==> src/rtl/grid_pkg.sv <==
// Shared encodings for the board cursor and the ship-placement controller.
package grid_pkg;

  // Direction codes carried alongside a step strobe
  localparam logic [1:0] DIR_L = 2'd0;
  localparam logic [1:0] DIR_R = 2'd1;
  localparam logic [1:0] DIR_D = 2'd2;
  localparam logic [1:0] DIR_U = 2'd3;

  // Auto-repeat FSM states
  typedef enum logic [1:0] {
    ST_IDLE   = 2'd0,
    ST_DELAY  = 2'd1,
    ST_REPEAT = 2'd2
  } rpt_state_e;

  // Debounced direction button levels
  typedef struct packed {
    logic left;
    logic right;
    logic down;
    logic up;
  } btn_t;

endpackage

==> src/rtl/hold_repeater.sv <==
// Press-edge detection, direction priority and hold-to-auto-repeat timing.
module hold_repeater
  import grid_pkg::*;
#(
  parameter int unsigned REPEAT_DELAY = 50_000_000,
  parameter int unsigned REPEAT_RATE  = 10_000_000
) (
  input  logic       clk,
  input  logic       rst_n,
  input  btn_t       btn_i,
  input  logic       clr_i,
  output logic       step_c,
  output logic [1:0] dir_c
);

  localparam int unsigned TMR_MAX = (REPEAT_DELAY > REPEAT_RATE) ? REPEAT_DELAY : REPEAT_RATE;
  localparam int unsigned TMR_W   = $clog2(TMR_MAX + 1);

  rpt_state_e       state_q, state_d;
  logic [1:0]       dir_q, dir_d;
  logic [TMR_W-1:0] tmr_q, tmr_d;
  logic [3:0]       prev_q;
  logic [3:0]       btn_v;
  logic [3:0]       rise;
  logic             held;

  assign btn_v = {btn_i.left, btn_i.right, btn_i.down, btn_i.up};
  assign rise  = btn_v & ~prev_q;

  // Level of the button that owns the current hold
  always_comb begin
    case (dir_q)
      DIR_L:   held = btn_i.left;
      DIR_R:   held = btn_i.right;
      DIR_D:   held = btn_i.down;
      default: held = btn_i.up;
    endcase
  end

  // Next-state, timer and step strobe
  always_comb begin
    state_d = state_q;
    dir_d   = dir_q;
    tmr_d   = tmr_q;
    step_c  = 1'b0;
    case (state_q)
      ST_IDLE: begin
        if (|rise) begin
          step_c  = 1'b1;
          state_d = ST_DELAY;
          tmr_d   = '0;
          if (rise[3])      dir_d = DIR_L;
          else if (rise[2]) dir_d = DIR_R;
          else if (rise[1]) dir_d = DIR_D;
          else              dir_d = DIR_U;
        end
      end
      ST_DELAY: begin
        if (!held) begin
          state_d = ST_IDLE;
          tmr_d   = '0;
        end else if (tmr_q == TMR_W'(REPEAT_DELAY - 1)) begin
          step_c  = 1'b1;
          state_d = ST_REPEAT;
          tmr_d   = '0;
        end else begin
          tmr_d = tmr_q + TMR_W'(1);
        end
      end
      ST_REPEAT: begin
        if (!held) begin
          state_d = ST_IDLE;
          tmr_d   = '0;
        end else if (tmr_q == TMR_W'(REPEAT_RATE - 1)) begin
          step_c = 1'b1;
          tmr_d  = '0;
        end else begin
          tmr_d = tmr_q + TMR_W'(1);
        end
      end
      default: state_d = ST_IDLE;
    endcase
    // A jump abandons the hold; the held button must be pressed again
    if (clr_i) begin
      state_d = ST_IDLE;
      tmr_d   = '0;
    end
    dir_c = dir_d;
  end

  // State, timer and previous-level registers
  always_ff @(posedge clk) begin
    if (!rst_n) begin
      state_q <= ST_IDLE;
      dir_q   <= DIR_L;
      tmr_q   <= '0;
      prev_q  <= '0;
    end else begin
      state_q <= state_d;
      dir_q   <= dir_d;
      tmr_q   <= tmr_d;
      prev_q  <= btn_v;
    end
  end

endmodule

==> src/rtl/grid_cursor.sv <==
// Cursor position on a COLS x ROWS grid with clamp/wrap edges, load and move strobe.
module grid_cursor
  import grid_pkg::*;
#(
  parameter int unsigned COLS         = 10,
  parameter int unsigned ROWS         = 10,
  parameter bit          WRAP         = 1'b0,
  parameter int unsigned REPEAT_DELAY = 50_000_000,
  parameter int unsigned REPEAT_RATE  = 10_000_000,
  parameter int unsigned IDX_W        = $clog2(COLS * ROWS)
) (
  input  logic                    clk,
  input  logic                    rst_n,
  input  logic                    left,
  input  logic                    right,
  input  logic                    up,
  input  logic                    down,
  input  logic                    load,
  input  logic [IDX_W-1:0]        load_idx,
  output logic [$clog2(COLS)-1:0] col,
  output logic [$clog2(ROWS)-1:0] row,
  output logic [IDX_W-1:0]        idx,
  output logic                    moved
);

  localparam int unsigned COL_W = $clog2(COLS);
  localparam int unsigned ROW_W = $clog2(ROWS);
  localparam int unsigned CELLS = COLS * ROWS;

  logic [COL_W-1:0] col_q, col_d, load_col;
  logic [ROW_W-1:0] row_q, row_d, load_row;
  logic [IDX_W-1:0] idx_q, idx_d;
  logic             moved_q, moved_d;
  logic             load_ok;
  logic             step;
  logic [1:0]       dir;
  btn_t             btn;

  assign btn      = {left, right, down, up};
  assign load_ok  = load && (32'(load_idx) < CELLS);
  assign load_col = COL_W'(32'(load_idx) % COLS);
  assign load_row = ROW_W'(32'(load_idx) / COLS);

  hold_repeater #(
    .REPEAT_DELAY (REPEAT_DELAY),
    .REPEAT_RATE  (REPEAT_RATE)
  ) u_rep (
    .clk    (clk),
    .rst_n  (rst_n),
    .btn_i  (btn),
    .clr_i  (load_ok),
    .step_c (step),
    .dir_c  (dir)
  );

  // Next position: load wins over a step; steps clamp or wrap at edges
  always_comb begin
    col_d = col_q;
    row_d = row_q;
    if (load_ok) begin
      col_d = load_col;
      row_d = load_row;
    end else if (step) begin
      case (dir)
        DIR_L: begin
          if (col_q != '0) col_d = col_q - COL_W'(1);
          else if (WRAP)   col_d = COL_W'(COLS - 1);
        end
        DIR_R: begin
          if (col_q != COL_W'(COLS - 1)) col_d = col_q + COL_W'(1);
          else if (WRAP)                 col_d = '0;
        end
        DIR_D: begin
          if (row_q != ROW_W'(ROWS - 1)) row_d = row_q + ROW_W'(1);
          else if (WRAP)                 row_d = '0;
        end
        default: begin
          if (row_q != '0) row_d = row_q - ROW_W'(1);
          else if (WRAP)   row_d = ROW_W'(ROWS - 1);
        end
      endcase
    end
    idx_d   = IDX_W'(row_d) * IDX_W'(COLS) + IDX_W'(col_d);
    moved_d = (col_d != col_q) || (row_d != row_q);
  end

  // Position, index and move-strobe registers
  always_ff @(posedge clk) begin
    if (!rst_n) begin
      col_q   <= '0;
      row_q   <= '0;
      idx_q   <= '0;
      moved_q <= 1'b0;
    end else begin
      col_q   <= col_d;
      row_q   <= row_d;
      idx_q   <= idx_d;
      moved_q <= moved_d;
    end
  end

  assign col   = col_q;
  assign row   = row_q;
  assign idx   = idx_q;
  assign moved = moved_q;

endmodule

==> config.mk <==
export PLATFORM = sky130hd
export DESIGN_NAME = grid_cursor
export DESIGN_NICKNAME = d
export VERILOG_FILES = /design/src/rtl/grid_pkg.sv /design/src/rtl/hold_repeater.sv /design/src/rtl/grid_cursor.sv
export SDC_FILE = /design/constraint.sdc
export NUM_CORES = 1
export LEC_CHECK = 0
export BUFFER_PORTS_ARGS = -buffer_cell sky130_fd_sc_hd__buf_4
export CAP_MARGIN = 20
export CORE_UTILIZATION = 40
export CTS_BUF_LIST = sky130_fd_sc_hd__clkbuf_8
export DETAILED_ROUTE_END_ITERATION = 8
export PLACE_DENSITY = 0.57
export SLEW_MARGIN = 20
export SYNTH_ARGS = -nofsm -noshare
export SYNTH_HDL_FRONTEND = slang
export SYNTH_HIERARCHICAL = 1
export SYNTH_SLANG_ARGS = --single-unit
==> constraint.sdc <==
create_clock -name clk -period 5.9 [get_ports clk]
set_input_delay 0 -clock clk [delete_from_list [all_inputs] [get_ports clk]]
set_output_delay 0 -clock clk [all_outputs]
set_load 0.03 [all_outputs]
==> results_dict.tcl, run 1 <==
set metrics [dict create \
    status "completed" \
    fin_crit_ns 4.56 \
    syn_to_final_growth_pct 10.2 \
    vias_per_cell 5.66 \
    power.switching_uw 381 \
    n_fill_cell 947 \
    chipHeight_um 101 \
    ant_nets 0 \
    yosysTopAreaCell "dfxtp_1" \
    power_density_nw_per_um2 229 \
    grt_pass1_wl_um 16300 \
    drt-initial-drc-count 162 \
    swShare 0.385 \
    synth_flop_cell "dfxtp_1" \
    cts_resized 0 \
    reg2reg_from "u_rep/tmr_q[0]" \
    start_kind "register" \
    regArea_sq_um 981 \
    path_class "reg -> reg" \
    synth-seq-area-share 0.250 \
    holdCritStartpoint "rst_n" \
    cts_hold_buf 5 \
    grt_max_degree 26 \
    p_leak_nw 1.61 \
    irDropWorstVdd_uv 206 \
    pwr-share-clk 0.199 \
    fin_nets 547 \
    pwr-share-seq 0.390 \
    ys_ff_latch 49 \
    clockBufferDepth 2 \
    rsz0062_at_grt "no" \
    h-tree-depth 2 \
    worstRegToRegCells 18 \
    layout-drive-gt1-share 0.119 \
    hp-class "in -> reg" \
    synth_cells 492 \
    cts.sinks 49 \
    cts_tree "done" \
    hold_depth 2 \
    drv_slew 0 \
    r2r-end "idx[6]" \
    yosys_warnings 6 \
    synth_common_cells "dfxtp_1, nand2_1, a21oi_1" \
    wl_um 9770 \
    drv_cap 0 \
    worstMarginPinSlew_ns 0.735 \
    syn_nets 528 \
    core_area_sq_um 9370 \
    fmax_ghz 0.219 \
    first_global_vias 3279 \
    die_x_um 101 \
    grt-ovfl-total 0 \
    p_int_uw 609 \
    multi_input_area_sq_um 2720 \
    yosysMostFrequentCell "dfxtp_1" \
    hold_viol 0 \
    drc 0 \
    power.share.combinational 0.411 \
    antenna_found_initial 0 \
    dieArea_sq_um 10200 \
    io_buffers 29 \
    dpl.hpwl_um 7030 \
    worst-path-max-fanout 8 \
    fin_crit_sh 0.773 \
    crit_required_ns 6.09 \
    synth_area_leaders "dfxtp_1, ha_1, nand2_1" \
    fin_area_sq_um 4330 \
    relSlewSlack 0.510 \
    num_vias 3627 \
    io_pins 30 \
    hold_slack_ns 0.0341 \
    endpoint_kind "register" \
    cts.clk_slew.worst_paths_ns 0.09 \
    setup_viol 0 \
    gp_congestion 0.878 \
    track_usage 0.199 \
    syn-cell-area_sq_um 3930 \
    post_cts_buffers 0 \
    rows 35 \
    root_buffer "clkbuf_8" \
    synth-edff-count 0 \
    synth_cell_types 82 \
    timing.setup.tns_ns 0 \
    r2r_slack_ns 1.34 \
    tritoncts.num_buffers 5 \
    avgSynthCellArea_sq_um 7.98 \
    finClkSkew_ns 0.0118 \
    min_to "col[2]" \
    start_util 0.419 \
    n_antenna_cell 0 \
    async_reset_ff_frac 0 \
    clock_latency_ns 0.31 \
    synthDominantCellAreaShare 0.250 \
    arrival_ns 4.75 \
    first_pass_iters 4 \
    placed_area_sq_um 4190 \
    avgRoutedWirePerCell_um 15.2 \
]
[placed cells by master (no fill, tap or decap), types with 4 or more instances in the layout]
master         Yosys  final
clkbuf_8           0      5
ha_1              20     20
xnor2_1           17     17
inv_1             24     26
nor3_1            14     14
nand3_1           22     22
nand2_1           46     46
dlygate4sd3_1      0      5
mux2i_1            4      4
nor4_1             4      4
nand4_1           13     13
a211o_1            6      6
or3_1              6      6
o311ai_1           4      4
buf_4              2     32
dfxtp_1           49     49
o22ai_1            4      4
a31oi_1            9      9
nand2b_1          13     13
a21oi_1           30     30
nor2b_1           12     12
and2_1            21     21
a21o_1             8      8
and3_1             5      5
nor2_1            26     25
o21ai_0           27     27
[cell type report]
type                       count  area share
clock buffer                   5      0.0159
clock inverter                 3     0.00347
inverter                      26      0.0225
multi-input combinational    392       0.627
sequential                    49       0.227
tap                          129      0.0373
timing repair buffer          37      0.0671
[worst max path at each step]
stage,startpoint,endpoint,slack (ns),cells past startpoint
after global placement,u_rep/tmr_q[0],idx[6],1.53,18
final,u_rep/tmr_q[0],idx[6],1.34,18
after detailed placement,u_rep/tmr_q[0],idx[6],1.36,18
after global routing,u_rep/tmr_q[0],idx[6],0.84,18
after CTS,u_rep/tmr_q[0],idx[6],1.32,18
after floorplan,u_rep/state_q[0],idx[6],1.80,17
[critical path, cell delays in order (launching register included)]
cell       delay, ns
dfxtp_1         0.40
ha_1            0.23
nand3_1         0.23
nor4_4          0.43
o2111ai_1       0.18
a21oi_1         0.47
nand2_1         0.10
o22ai_1         0.12
nand3_1         0.09
a31oi_1         0.58
inv_1           0.10
ha_1            0.23
ha_1            0.18
inv_1           0.07
fa_1            0.45
nor3_1          0.23
xnor2_1         0.16
xnor2_1         0.13
nor2_1          0.05
[power by group through the flow]
stage	Sequential [mW]	Combinational (mW)	Clock (mW)
2_1_floorplan	0.431	0.257	0
3_5_place_dp	0.392	0.402	0
4_1_cts	0.386	0.407	0.206
6_report	0.386	0.407	0.197
3_3_place_gp	0.393	0.399	0
5_1_grt	0.390	0.448	0.217
[stage by stage]
stage                     worst slack [ns]  cells  utilization  power, mW
final                                 1.34    641        0.462      0.990
after global routing                 0.840    641        0.462       1.05
after CTS                             1.32    641        0.462      0.999
after detailed placement              1.36    628        0.447      0.795
after global placement                1.53    628        0.447      0.792
after floorplan                       1.80    492            -      0.688
[sequential cells by signal (all words and copies together), names as in the netlist]
signal         cells
u_rep/tmr_q       26
idx                6
col                4
row                4
u_rep/prev_q       4
u_rep/dir_q        2
u_rep/state_q      2
moved              1
[kinds of logic (layout without fill, tap and decap cells)]
kind of cell / Yosys count / count (layout) / synth area share
and+or+nand+nor: 211 / 211 / 0.306
DFF: 49 / 49 / 0.250
buffers and inverters: 51 / 71 / 0.0596
xor gates and xnor gates: 20 / 20 / 0.0481
muxes: 6 / 6 / 0.0188
adders and majority gates: 22 / 22 / 0.0739
AOI/OAI and AO/OA: 133 / 133 / 0.243
[routing by layer]
metal / up-vias / GRT usage / part of all wire
met5: - / 0 / 0
met4: 0 / 0.0435 / 0.0050
met3: 4 / 0.0298 / 0.042
met2: 93 / 0.298 / 0.44
met1: 1683 / 0.298 / 0.52
li1: 1847 / - / -
(Power assumes the default switching activity.)
==> inputs of run 2 (changes only) <==
--- a/config.mk
+++ b/config.mk
@@ -10,7 +10,7 @@
 export CORE_UTILIZATION = 40
 export CTS_BUF_LIST = sky130_fd_sc_hd__clkbuf_8
 export DETAILED_ROUTE_END_ITERATION = 8
-export PLACE_DENSITY = 0.57
+export PLACE_DENSITY = 0.59
 export SLEW_MARGIN = 20
 export SYNTH_ARGS = -nofsm -noshare
 export SYNTH_HDL_FRONTEND = slang
==> constraint.sdc (replaced) <==
create_clock -name clk -period 4 [get_ports clk]
set_input_delay 0 -clock clk [delete_from_list [all_inputs] [get_ports clk]]
set_output_delay 0 -clock clk [all_outputs]
set_load 0.03 [all_outputs]
==> run 2 against run 1 <==
  * Combinational power up 60%
  * Routed wire length increased by 6.4%
  * Die area stayed put
  * Non-clock buffer count rose by 30
  * Sequential power grew 48%
  * Worst setup slack got worse by 1.2 ns
  * Utilization up 3.3 points
  * Final cell count rose by 4.7%
  * Largest power group unchanged
==> results_dict.tcl, run 2 (synthesized netlist as in run 1, its figures left out) <==
set metrics [dict create \
    drv_slew 0 \
    ant_nets 0 \
    critPathBufInv 2 \
    regMostFlops "u_rep/tmr_q" \
    n_fill_cell 967 \
    power.share.combinational 0.410 \
    first_pass_iters 5 \
    h-tree-depth 2 \
    io_pins 30 \
    crit_path_max_incr_delay_ns 0.57 \
    fmax_ghz 0.262 \
    pwr-share-seq 0.359 \
    cts.sinks 49 \
    wl_um 10400 \
    syn_to_final_growth_pct 18.2 \
    num_vias 3847 \
    irDropWorstVdd_uv 357 \
    pwr-share-clk 0.232 \
    die_x_um 101 \
    power_density_nw_per_um2 342 \
    core_area_sq_um 9370 \
    antenna_found_initial 0 \
    hold_viol 0 \
    final_common_cell "buf_4" \
    start_util 0.419 \
    power.switching_uw 588 \
    hold_slack_ns 0.0280 \
    worstRegToRegCells 16 \
    clock_latency_ns 0.31 \
    regArea_sq_um 983 \
    grt_pass1_wl_um 17300 \
    fin_crit_ns 3.81 \
    critical_path.slowest_cell "or4b_4" \
    rows 35 \
    arrival_ns 4.00 \
    drc 0 \
    fin_nets 577 \
    avgRoutedWirePerCell_um 15.5 \
    n_antenna_cell 0 \
    vias_per_cell 5.73 \
    critical_path.top_delay_family "simple AND/OR/NAND/NOR gates" \
    root_buffer "clkbuf_8" \
    relSlewSlack 0.536 \
    layout-drive-gt1-share 0.199 \
    path_depth 16 \
    status "completed" \
    p_int_uw 1000 \
    grt-ovfl-total 0 \
    finClkSkew_ns 0.0160 \
    track_usage 0.210 \
    endpoint_kind "register" \
    path_cells "or4b_4 > nor4_2 > o2111ai_2 > a21oi_2 > buf_4 > nor2b_2 > a221oi_1 > o22ai_1 > ha_1 > ha_1 > inv_1 > fa_1 > nor3_2 > xnor2_1 > xnor2_1 > nor2_1" \
    clockBufferDepth 2 \
    setup_viol 0 \
    worstMarginPinSlew_ns 0.696 \
    crit_required_ns 4.19 \
    hp-class "in -> reg" \
    path_class "reg -> reg" \
    io_buffers 29 \
    drt-initial-drc-count 307 \
    first_global_vias 3569 \
    tritoncts.num_buffers 5 \
    dieArea_sq_um 10200 \
    chipHeight_um 101 \
    swShare 0.370 \
    dpl.hpwl_um 7600 \
    pre_cts_slack_ns 0.122 \
    drv_cap 0 \
    dp.cells 657 \
    timing.final.ws_setup_ns 0.185 \
    cts.clk_slew.worst_paths_ns 0.10 \
    instances_no_fill 671 \
    final_cell_mix "buf_4, dfxtp_1, nand2_1" \
    largest_register_ffs 26 \
    worst-path-max-fanout 7 \
    cts_tree "done" \
    start_kind "register" \
    multi_input_area_sq_um 2770 \
    p_leak_nw 1.79 \
    hold_depth 2 \
    fin_crit_sh 0.954 \
    grt_max_degree 25 \
    gp_congestion 0.939 \
]
run 2: timing repair:
item / CTS / global route
hold buffers: 4 / 0
endpoints found under the hold margin: 4 / 0
setup buffers: 0 / 2
resized for setup: 0 / 15
endpoints found under the setup margin: 0 / 2
run 2: metrics by stage:
| stage | power (mW) | TNS (ns) | cell area [sq um] | util |
|---|---|---|---|---|
| after floorplan | 1.01 | 0 | 3930 | - |
| after global placement | 1.20 | 0 | 4410 | 0.471 |
| after detailed placement | 1.21 | 0 | 4410 | 0.471 |
| after CTS | 1.58 | 0 | 4560 | 0.487 |
| after global routing | 1.69 | -0.0141 | 4640 | 0.495 |
| final | 1.59 | 0 | 4640 | 0.495 |
run 2: metal layers:
layer,global-route usage,up-vias,share of wire
met1,0.308,1826,0.50
met5,0,-,0
met3,0.0243,6,0.049
met4,0.0357,0,0.0059
met2,0.332,113,0.45
li1,-,1902,-
run 2: area by class of cell:
cell class / count / share of cell area
Multi-Input combinational cell: 392 / 0.597
Sequential cell: 49 / 0.212
Timing Repair Buffer: 67 / 0.111
Tap cell: 129 / 0.0348
Inverter: 26 / 0.0210
Clock buffer: 5 / 0.0148
Clock inverter: 3 / 0.00944
run 2: worst paths after layout:
path | startpoint | endpoint | slack [ns]
max reg2reg | u_rep/tmr_q[22] | idx[6] | 0.19
min reg2reg | u_rep/tmr_q[15] | u_rep/tmr_q[15] | 0.49
min | rst_n | row[0] | 0.03
max | u_rep/tmr_q[22] | idx[6] | 0.19
run 2: power by group through the flow:
stage | Combinational (mW) | Sequential, mW | Clock, mW
global route | 0.710 | 0.575 | 0.400
floorplan | 0.379 | 0.636 | 0
finish | 0.651 | 0.570 | 0.368
global placement | 0.617 | 0.580 | 0
CTS | 0.637 | 0.569 | 0.379
detailed placement | 0.627 | 0.579 | 0
